$ cat config.mk
export PLATFORM = sky130hd
export DESIGN_NAME = lb_poll_master_flat
export DESIGN_NICKNAME = d
export VERILOG_FILES = /design/src/rtl/lb_poll_master_if.sv /design/src/rtl/lb_poll_master.sv /design/src/flat_wrapper.sv
export SDC_FILE = /design/constraint.sdc
export NUM_CORES = 1
export LEC_CHECK = 0
export CORE_MARGIN = 1
export CORE_UTILIZATION = 45
export CTS_BUF_LIST = sky130_fd_sc_hd__clkbuf_8
export DETAILED_ROUTE_END_ITERATION = 8
export GPL_TIMING_DRIVEN = 0
export PLACE_DENSITY = 0.71
export SKIP_CTS_REPAIR_TIMING = 1
export SYNTH_ARGS = -nofsm -noshare
export SYNTH_HDL_FRONTEND = slang
export SYNTH_SLANG_ARGS = --single-unit
export TNS_END_PERCENT = 50
$ cat constraint.sdc
create_clock -name sys_clk -period 5.4 [get_ports sys_clk]
set_clock_uncertainty 0.15 [all_clocks]
set_input_delay 1.62 -clock sys_clk [delete_from_list [all_inputs] [get_ports sys_clk]]
set_output_delay 1.62 -clock sys_clk [all_outputs]
set_load 0.03 [all_outputs]
$ cat src/rtl/lb_poll_master_if.sv
// Local-bus poll frame TX request and RX response bundle.
// The master drives poll requests and consumes received frame info.
interface lb_poll_master_if;
    logic       poll_req;
    logic [7:0] poll_id;
    logic       poll_busy;
    logic       got_frame;
    logic [7:0] frame_id;
    logic [7:0] frame_type;
    logic       sn_error;

    modport master (
        output poll_req,
        output poll_id,
        input  poll_busy,
        input  got_frame,
        input  frame_id,
        input  frame_type,
        input  sn_error
    );

    modport slave (
        input  poll_req,
        input  poll_id,
        output poll_busy,
        output got_frame,
        output frame_id,
        output frame_type,
        output sn_error
    );
endinterface

$ cat src/rtl/lb_poll_master.sv
// Station-side local-bus poller: walks card IDs, requests poll frames,
// times out responses and keeps a per-card online/miss record.
module lb_poll_master #(
    parameter int unsigned CARD_NUM    = 16,
    parameter int unsigned GAP_CYC     = 50,
    parameter int unsigned TIMEOUT_CYC = 2000,
    parameter int unsigned MAX_MISS    = 3,
    parameter logic [7:0]  RSP_TYPE    = 8'h02
) (
    input  logic                sys_clk,
    input  logic                glbl_rst_n,
    input  logic                init_done,
    input  logic                poll_en,
    lb_poll_master_if.master    bus,
    output logic [7:0]          id_now,
    output logic [CARD_NUM-1:0] card_online,
    output logic                timeout_pulse,
    output logic                cycle_done,
    output logic [15:0]         err_cnt
);

    typedef enum logic [2:0] {
        IDLE,
        GAP,
        REQ,
        WAIT_RSP,
        NEXT
    } state_t;

    localparam logic [7:0]  LAST_IDX = 8'(CARD_NUM - 1);
    localparam logic [15:0] GAP_END  = 16'(GAP_CYC - 1);
    localparam logic [15:0] TO_END   = 16'(TIMEOUT_CYC - 1);
    localparam logic [1:0]  MISS_MAX = 2'(MAX_MISS);

    state_t      state, state_nxt;
    logic [7:0]  idx, idx_nxt;
    logic [15:0] tmr, tmr_nxt;
    logic [1:0]  miss [CARD_NUM];

    logic rsp_ok;
    logic rsp_hit;
    logic to_hit;
    logic req_nxt;
    logic done_nxt;
    logic err_inc;

    assign rsp_ok = bus.got_frame
                 && (bus.frame_id == idx)
                 && (bus.frame_type == RSP_TYPE)
                 && !bus.sn_error;

    always_comb begin
        state_nxt = state;
        idx_nxt   = idx;
        tmr_nxt   = tmr;
        req_nxt   = 1'b0;
        done_nxt  = 1'b0;
        rsp_hit   = 1'b0;
        to_hit    = 1'b0;
        err_inc   = 1'b0;
        if (!init_done) begin
            // Losing init overrides any frame seen this cycle.
            state_nxt = IDLE;
            idx_nxt   = 8'd0;
        end else begin
            unique case (state)
                IDLE: begin
                    idx_nxt = 8'd0;
                    if (poll_en) begin
                        state_nxt = GAP;
                        tmr_nxt   = 16'd0;
                    end
                end
                GAP: begin
                    err_inc = bus.got_frame;
                    tmr_nxt = tmr + 16'd1;
                    if (tmr == GAP_END) begin
                        state_nxt = REQ;
                    end
                end
                REQ: begin
                    err_inc = bus.got_frame;
                    if (!bus.poll_busy) begin
                        req_nxt   = 1'b1;
                        tmr_nxt   = 16'd0;
                        state_nxt = WAIT_RSP;
                    end
                end
                WAIT_RSP: begin
                    if (rsp_ok) begin
                        rsp_hit   = 1'b1;
                        state_nxt = NEXT;
                    end else begin
                        err_inc = bus.got_frame;
                        // The window only runs while the transmitter is idle.
                        if (!bus.poll_busy) begin
                            if (tmr == TO_END) begin
                                to_hit    = 1'b1;
                                state_nxt = NEXT;
                            end else begin
                                tmr_nxt = tmr + 16'd1;
                            end
                        end
                    end
                end
                NEXT: begin
                    err_inc = bus.got_frame;
                    tmr_nxt = 16'd0;
                    if (idx == LAST_IDX) begin
                        idx_nxt   = 8'd0;
                        done_nxt  = 1'b1;
                        state_nxt = poll_en ? GAP : IDLE;
                    end else begin
                        idx_nxt   = idx + 8'd1;
                        state_nxt = GAP;
                    end
                end
                default: begin
                    state_nxt = IDLE;
                    idx_nxt   = 8'd0;
                end
            endcase
        end
    end

    always_ff @(posedge sys_clk or negedge glbl_rst_n) begin
        if (!glbl_rst_n) begin
            state         <= IDLE;
            idx           <= 8'd0;
            tmr           <= 16'd0;
            bus.poll_req  <= 1'b0;
            bus.poll_id   <= 8'd0;
            id_now        <= 8'hFF;
            card_online   <= '0;
            timeout_pulse <= 1'b0;
            cycle_done    <= 1'b0;
            err_cnt       <= 16'd0;
            for (int i = 0; i < int'(CARD_NUM); i++) begin
                miss[i] <= 2'd0;
            end
        end else begin
            state         <= state_nxt;
            idx           <= idx_nxt;
            tmr           <= tmr_nxt;
            bus.poll_req  <= req_nxt;
            timeout_pulse <= to_hit;
            cycle_done    <= done_nxt;
            id_now        <= (state_nxt == IDLE) ? 8'hFF : idx_nxt;
            if (req_nxt) begin
                bus.poll_id <= idx;
            end
            if (err_inc && (err_cnt != 16'hFFFF)) begin
                err_cnt <= err_cnt + 16'd1;
            end
            for (int i = 0; i < int'(CARD_NUM); i++) begin
                if (idx == 8'(i)) begin
                    if (rsp_hit) begin
                        miss[i]        <= 2'd0;
                        card_online[i] <= 1'b1;
                    end else if (to_hit) begin
                        if (miss[i] != MISS_MAX) begin
                            miss[i] <= miss[i] + 2'd1;
                        end
                        // Offline once the saturated count reaches the limit.
                        if ((miss[i] == MISS_MAX)
                            || (miss[i] == MISS_MAX - 2'd1)) begin
                            card_online[i] <= 1'b0;
                        end
                    end
                end
            end
        end
    end

endmodule
$ cat src/flat_wrapper.sv
// flat-port wrapper written by rule: the top's interface ports become plain ports
module lb_poll_master_flat 
#(
    parameter int unsigned CARD_NUM    = 16,
    parameter int unsigned GAP_CYC     = 50,
    parameter int unsigned TIMEOUT_CYC = 2000,
    parameter int unsigned MAX_MISS    = 3,
    parameter logic [7:0]  RSP_TYPE    = 8'h02
)
  (sys_clk, glbl_rst_n, init_done, poll_en, id_now, card_online, timeout_pulse, cycle_done, err_cnt, bus_poll_req, bus_poll_id, bus_poll_busy, bus_got_frame, bus_frame_id, bus_frame_type, bus_sn_error);
  lb_poll_master_if bus_i ();
  input  logic sys_clk;
  input  logic glbl_rst_n;
  input  logic init_done;
  input  logic poll_en;
  output logic [7:0] id_now;
  output logic [CARD_NUM-1:0] card_online;
  output logic timeout_pulse;
  output logic cycle_done;
  output logic [15:0] err_cnt;
  output wire logic [$bits(bus_i.poll_req)-1:0] bus_poll_req;
  output wire logic [$bits(bus_i.poll_id)-1:0] bus_poll_id;
  input wire logic [$bits(bus_i.poll_busy)-1:0] bus_poll_busy;
  input wire logic [$bits(bus_i.got_frame)-1:0] bus_got_frame;
  input wire logic [$bits(bus_i.frame_id)-1:0] bus_frame_id;
  input wire logic [$bits(bus_i.frame_type)-1:0] bus_frame_type;
  input wire logic [$bits(bus_i.sn_error)-1:0] bus_sn_error;
  assign bus_poll_req = bus_i.poll_req;
  assign bus_poll_id = bus_i.poll_id;
  assign bus_i.poll_busy = bus_poll_busy;
  assign bus_i.got_frame = bus_got_frame;
  assign bus_i.frame_id = bus_frame_id;
  assign bus_i.frame_type = bus_frame_type;
  assign bus_i.sn_error = bus_sn_error;
  lb_poll_master #(.CARD_NUM(CARD_NUM), .GAP_CYC(GAP_CYC), .TIMEOUT_CYC(TIMEOUT_CYC), .MAX_MISS(MAX_MISS), .RSP_TYPE(RSP_TYPE)) u_core (.sys_clk(sys_clk), .glbl_rst_n(glbl_rst_n), .init_done(init_done), .poll_en(poll_en), .bus(bus_i), .id_now(id_now), .card_online(card_online), .timeout_pulse(timeout_pulse), .cycle_done(cycle_done), .err_cnt(err_cnt));
endmodule
==> summary.txt, run 1 <==
Drt
  – DRC: 0
  – Vias per cell: between 6 and 7
  – Post-DRT Antenna Nets: 0
  – Number of DRC markers in iteration 0: 360
  – Routed wire length: about 18000 µm
  – DR pass1 iterations: 5
  – Routed wire per std cell: 18.5 µm
  – Vias: between 5000 and 6000

Pwr
  – Leak Pwr: approximately 3.3 nW
  – Switch Pwr: 465 µW
  – Gate power share: 0.126
  – Seq pwr share: 0.539
  – Int Pwr: approximately 1.2 mW
  – P per Cell Area: 209 mW/mm²
  – Part of the power in the clock network: 0.335
  – Net Sw Frac: 0.284
  – Worst VDD drop: 0.000229 V

Placed design
  – HPWL Detailed: about 13000 µm
  – Number of port buffers: between 70 and 80
  – DP Area: approximately 0.0076 mm²
  – Worst slack, placed: 0.721 ns
  – RD Place Congestion: between 0.9 and 1

Critical path
  – CP Class: in -> reg
  – Capture point of the worst path: u_core.err_cnt[13]$_DFFE_PN0P_
  – Reg2reg end: u_core.err_cnt[13]$_DFFE_PN0P_
  – R2r setup slk: around 2.3 ns
  – Setup crit end kind: register
  – Crit Path Max Fanout: 10
  – Reg2Reg Depth: 6
  – Critical Path AT: 4.42 ns
  – Crit. Startpoint: bus_frame_type[5]
  – Required @ worst endpoint: approximately 5.5 ns
  – Setup crit start kind: input pin
  – Crit Reg-Reg Startpoint: u_core.idx[4]$_DFF_PN0_

Synthesis
  – Compound-Gate Fraction of Synth Area: 0.156
  – XOR/XNOR Fraction of Synth Area: 0.0339
  – Post-synthesis instance area: 0.00664 mm²
  – Adder-Cell Fraction of Synth Area: 0.0734
  – FF+latch count, synth: 110
  – Largest family of logic cells by synthesized area: simple AND/OR/NAND/NOR gates
  – Synth unique cells: 61
  – Top_reg_cell synth: dfrtp_1
  – Synthesized net count: around 750
  – Mux share of post-synthesis cell area: 0.0360
  – Synthesized area per cell: 9.64 µm²
  – Total of warnings raised by yosys: 0
  – Cells after Synth: around 690
  – EDFF count, synth: 0
  – Async set-or-reset flop fraction in the synthesized netlist: 1.00
  – Sequential-to-total area share from yosys stat: 0.416
  – Post-Synth Simple-Gate Area: 0.234

Cells and area
  – Final net count: between 800 and 900
  – Layout cells sized above 1: 0.0809
  – P&R area growth vs syn: 18.0%
  – Fillers: between 1000 and 1500
  – Final instance area: about 0.008 mm²
  – N_diodes: 0

Global route
  – Met2 Usage GRT: 0.403
  – Largest net degree at the start of global routing: 59
  – Antenna violations before repair: 0
  – Grt peak-use layer: met2
  – Vias in the first global route: 5869
  – Met1 Use GR: 0.319
  – Met3 GRT Util: 0.0484
  – Global-route wire length before repair: around 29000 µm
  – Grt total ovfl: 0
  – GRT Overall Usage: 0.246

Floorplanning
  – Die height: ~120 µm
  – Die Width: approximately 120 µm
  – Die area: about 0.015 mm²
  – IO Count: between 70 and 80
  – Initial Util: 0.459
  – Core area: roughly 0.014 mm²
  – # rows: 44

Clock tree
  – Clock Sinks: 110
  – CTS buffer count: 9
  – Worst-skew pair later-pin latency: ~0.40 ns
  – Root buf cell: clkbuf_8
  – Worst-case clock buffer depth: 2
  – H-tree depth: 3
  – CTS tree: done
  – CTS clk-pin slew, worst paths: approximately 0.11 ns

STA
  – Final Hold Viols: 0
  – Final worst slack: 1.11 ns
  – Max Clk Rate: 0.233 GHz
  – Final period util: 0.794
  – Min Hold Slack: around 0.36 ns
  – Unrepaired setup endpoints after global routing: no
  – Worst-margin pin slew: ~1.1 ns
  – Fin. max-slew vios: 0
  – Minimum clock period after layout: about 4.3 ns
  – Max_slew headroom: 0.253
  – Endpoints failing setup: 0

Hold path
  – Hold Path Origin: u_core.err_cnt[13]$_DFFE_PN0P_
  – Type of the tightest min-delay check: reg -> reg

Run status
  – Status: complete, no violations

Run
  – Max_cap viols: 0
through the flow:
stage | power, mW | std cells | utilization | setup TNS, ns
floorplan | 0.996 | 689 | - | 0
global placement | 1.10 | 946 | 0.525 | -168.41
detailed placement | 1.10 | 947 | 0.527 | 0
CTS | 1.65 | 963 | 0.542 | 0
global route | 1.70 | 963 | 0.542 | 0
finish | 1.64 | 963 | 0.542 | 0
state kept, by name, summed over array words and instances (netlist names):
name                  flops
u_core.bus.poll_req       1
u_core.tmr               16
u_core.err_cnt           16
u_core.bus.poll_id        8
u_core.state              3
u_core.id_now             8
u_core.card_online       16
u_core.timeout_pulse      1
u_core.idx                8
u_core.cycle_done         1
u_core.miss              32
how the worst min path moves through the flow:
stage,endpoint,slack (ns),depth (start not counted)
floorplan,u_core.tmr[3]$_DFFE_PN0P_,0.35,1
global placement,u_core.bus.poll_id[4]$_DFFE_PN0P_,0.33,2
detailed placement,u_core.bus.poll_id[0]$_DFFE_PN0P_,0.34,2
CTS,u_core.err_cnt[13]$_DFFE_PN0P_,0.36,1
global route,u_core.err_cnt[15]$_DFFE_PN0P_,0.38,1
finish,u_core.err_cnt[13]$_DFFE_PN0P_,0.36,1
placed cells by master, fill, tap and decap left out, drive strengths merged, types with 18 or more instances in the layout:
cell           Yosys  routed
or3               19      19
ha                39      39
clkdlybuf4s50      0      72
or4               40      40
dfrtp            102     102
o31ai             29      29
nor2              38      38
nand4             38      38
clkbuf            21      31
inv               45      49
nand2             41      41
nand3             18      18
o21ai             42      42
metal layers:
layer  vias up  share of wire
met5         -              0
met4         0          0.020
met3        34          0.050
met2       188           0.49
met1      2919           0.44
li1       2767              -
synthesized netlist by cell type, drive strengths merged (17+ instances only):
cell,number,area share
clkbuf,21,0.012
nor2,38,0.021
o31ai,29,0.033
nand4,38,0.038
inv,45,0.025
a21oi,17,0.013
ha,39,0.073
dfrtp,102,0.38
or4,40,0.045
or3,19,0.018
nand3,18,0.014
o21ai,42,0.032
nand2,41,0.023
kinds of logic after synthesis:
| group | after synthesis |
|---|---|
| buffers and inverters | 81 |
| AO/OA/AOI/OAI | 148 |
| multiplexers | 23 |
| adder cells (fa/ha/maj) | 39 |
| flip-flops | 110 |
| AND/OR/NAND/NOR | 264 |
| XOR/XNOR | 24 |
power by group through the flow:
| stage | Sequential [mW] | Clock (mW) | Combinational [mW] |
|---|---|---|---|
| floorplan | 0.939 | 0 | 0.0574 |
| global placement | 0.896 | 0 | 0.202 |
| detailed placement | 0.897 | 0 | 0.206 |
| CTS | 0.881 | 0.565 | 0.208 |
| global route | 0.887 | 0.593 | 0.223 |
| finish | 0.881 | 0.548 | 0.206 |
critical path, stage by stage:
cell and delay (ns):
clkdlybuf4s50_1 0.44, nor4_4 0.39, nand4_2 0.32, nor4_1 0.99, buf_2 0.37, nor4_1 0.09
xor2_1 0.19
cell type report:
class	count	area, µm²	share of cell area
multi-input cells	498	3550	0.452
flip-flops and latches	110	2760	0.352
repair buffers	74	756	0.0964
well taps	184	230	0.0294
inverters	45	169	0.0215
plain buffers	36	166	0.0212
clock buffers	10	138	0.0176
clock inverters	6	73.8	0.00941
Power figures use the tool's default switching activity.
==> run 2: changes to the inputs <==
--- a/config.mk
+++ b/config.mk
@@ -10,7 +10,7 @@
 export CTS_BUF_LIST = sky130_fd_sc_hd__clkbuf_8
 export DETAILED_ROUTE_END_ITERATION = 8
 export GPL_TIMING_DRIVEN = 0
-export PLACE_DENSITY = 0.71
+export PLACE_DENSITY = 0.74
 export SKIP_CTS_REPAIR_TIMING = 1
 export SYNTH_ARGS = -nofsm -noshare
 export SYNTH_HDL_FRONTEND = slang
==> constraint.sdc (replaced) <==
create_clock -name sys_clk -period 3.9 [get_ports sys_clk]
set_clock_uncertainty 0.15 [all_clocks]
set_input_delay 1.17 -clock sys_clk [delete_from_list [all_inputs] [get_ports sys_clk]]
set_output_delay 1.17 -clock sys_clk [all_outputs]
set_load 0.03 [all_outputs]
==> run 2 against run 1 <==
Sequential share of layout area hardly changed. Power increased by 37%. Via count is 0.14% lower. Worst hold slack worse by 0.0062 ns. Largest cell class unchanged. Cell area barely moved. Non-clock buffer count unchanged. First-iteration DRC count grew 48%. Clock power rose by 35%.
==> summary.txt, run 2 (same netlist as run 1, synthesis figures left out) <==
Global route
  – Global-route wire length before repair: 28700 µm
  – Vias in the first global route: about 5700
  – Antenna violations before repair: 0
  – Grt total ovfl: 0
  – GRT Overall Usage: 0.244
  – Largest net degree at the start of global routing: 66

Run status
  – Status: complete, no violations

Clock tree
  – Root buf cell: clkbuf_8
  – CTS clk-pin slew, worst paths: around 0.11 ns
  – Worst-case clock buffer depth: 2
  – CTS tree: done
  – H-tree depth: 3
  – CTS buffer count: 9
  – Worst-skew pair later-pin latency: roughly 0.40 ns
  – Clock Sinks: between 100 and 150

Drt
  – Vias per cell: between 6 and 7
  – Routed wire per std cell: approximately 19 µm
  – Number of DRC markers in iteration 0: 533
  – Vias: just under 6000
  – DR pass1 iterations: 5
  – Post-DRT Antenna Nets: 0
  – Routed wire length: between 15000 and 20000 µm
  – DRC: 0

Cells and area
  – Final net count: around 840
  – Non-Filler Instances: between 900 and 1000
  – Layout cells sized above 1: 0.0822
  – Fillers: between 1000 and 1500
  – Reg with most FFs: u_core.miss
  – Commonest non-fill, non-tap cell in the layout: dfrtp_1
  – Footprint of the multi-input gates: about 0.0036 mm²
  – P&R area growth vs syn: 18.1%
  – Commonest non-fill, non-tap cells in the layout: 102 x dfrtp_1, 72 x clkdlybuf4s50_1, 45 x inv_1, 41 x nand2_1, 40 x or4_1
  – N_diodes: 0
  – Max reg flops: 32
  – Register area: about 0.0028 mm²

Placed design
  – RD Place Congestion: 0.901
  – Worst slack, placed: -0.449 ns
  – Number of port buffers: 73
  – HPWL Detailed: between 10000 and 15000 µm
  – Placed Instances: about 950

Run
  – Max_cap viols: 0

STA
  – Fin. max-slew vios: 0
  – Final Hold Viols: 0
  – Unrepaired setup endpoints after global routing: yes
  – Endpoints failing setup: 0
  – Final period util: 0.980
  – Max_slew headroom: 0.306
  – Max Clk Rate: between 0.2 and 0.3 GHz
  – Minimum clock period after layout: ~3.8 ns
  – Final worst slack: just under 0.08 ns
  – Worst-margin pin slew: a little over 1 ns

Floorplanning
  – # rows: 44
  – Die area: 0.0153 mm²
  – IO Count: 74
  – Die height: between 100 and 150 µm
  – Die Width: between 100 and 150 µm
  – Core area: around 0.014 mm²
  – Initial Util: 0.459

Pwr
  – Worst VDD drop: slightly above 0.0003 V
  – Leak Pwr: 3.26 nW
  – P per Cell Area: about 290 mW/mm²

Hold path
  – Type of the tightest min-delay check: reg -> reg

Critical path
  – Setup crit end kind: register
  – CP Class: in -> reg
  – Setup crit start kind: input pin
  – Required @ worst endpoint: just over 4 ns
  – Critical Path AT: 4.03 ns
  – Crit Path Max Fanout: 10
==> run 2: cell count changes in the layout (fill, tap and decap cells not counted), sizes merged <==
cell,change
clkinvlp,+2
clkinv,+1
inv,-3
==> run 2: final timing paths <==
| check | from | end | slack (ns) | depth (start not counted) |
|---|---|---|---|---|
| min reg2reg | u_core.bus.poll_id[4]$_DFFE_PN0P_ | u_core.bus.poll_id[4]$_DFFE_PN0P_ | 0.35 | 2 |
| min | u_core.bus.poll_id[4]$_DFFE_PN0P_ | u_core.bus.poll_id[4]$_DFFE_PN0P_ | 0.35 | 2 |
| min in group asynchronous | glbl_rst_n | u_core.miss[23]$_DFFE_PN0P_ | 0.63 | 1 |
| max in group asynchronous | glbl_rst_n | u_core.id_now[1]$_DFF_PN1_ | 2.19 | 2 |
| max | init_done | u_core.card_online[0]$_DFFE_PN0P_ | 0.08 | 9 |
| max reg2reg | u_core.tmr[0]$_DFFE_PN0P_ | u_core.miss[27]$_DFFE_PN0P_ | 0.87 | 8 |
==> run 2: metal layers <==
layer  wire (µm)  track usage  share of wire
met5           0            0              0
met4         320       0.0941          0.018
met3        1050       0.0503          0.059
met2        8800        0.398           0.49
met1        7750        0.316           0.43
==> run 2: where the power goes <==
group	internal, mW	leakage (nW)	total, mW	switching [mW]
combinational	0.115	1.83	0.285	0.170
clock	0.319	0.100	0.742	0.422
sequential	1.18	1.33	1.22	0.0397
==> run 2: critical path, cell delays in order <==
cell and delay, ns:
clkdlybuf4s50_1 0.55, buf_2 0.23, nor2b_1 0.30, nand3_1 0.23, nor4_1 0.37, buf_2 0.32, clkbuf_1 0.47, o21ai_0 0.17
a21bo_2 0.22
==> run 2: area by class of cell <==
type | instances | share of cell area
Multi-Input combinational cell | 498 | 0.453
Sequential cell | 110 | 0.352
Timing Repair Buffer | 74 | 0.0963
Tap cell | 184 | 0.0294
Inverter | 45 | 0.0215
Buffer | 36 | 0.0212
Clock buffer | 10 | 0.0175
Clock inverter | 6 | 0.00893
==> run 2: through the flow <==
step	util	TNS (ns)	cell area, µm²	total power [mW]	hold slack (ns)
after floorplan	-	0	6640	1.38	0.351
after global placement	0.525	-291.73	7600	1.52	0.325
after detailed placement	0.527	-13.36	7630	1.53	0.334
after CTS	0.541	-0.00673	7840	2.26	0.357
after global routing	0.542	-0.0505	7840	2.33	0.380
final	0.542	0	7840	2.25	0.351
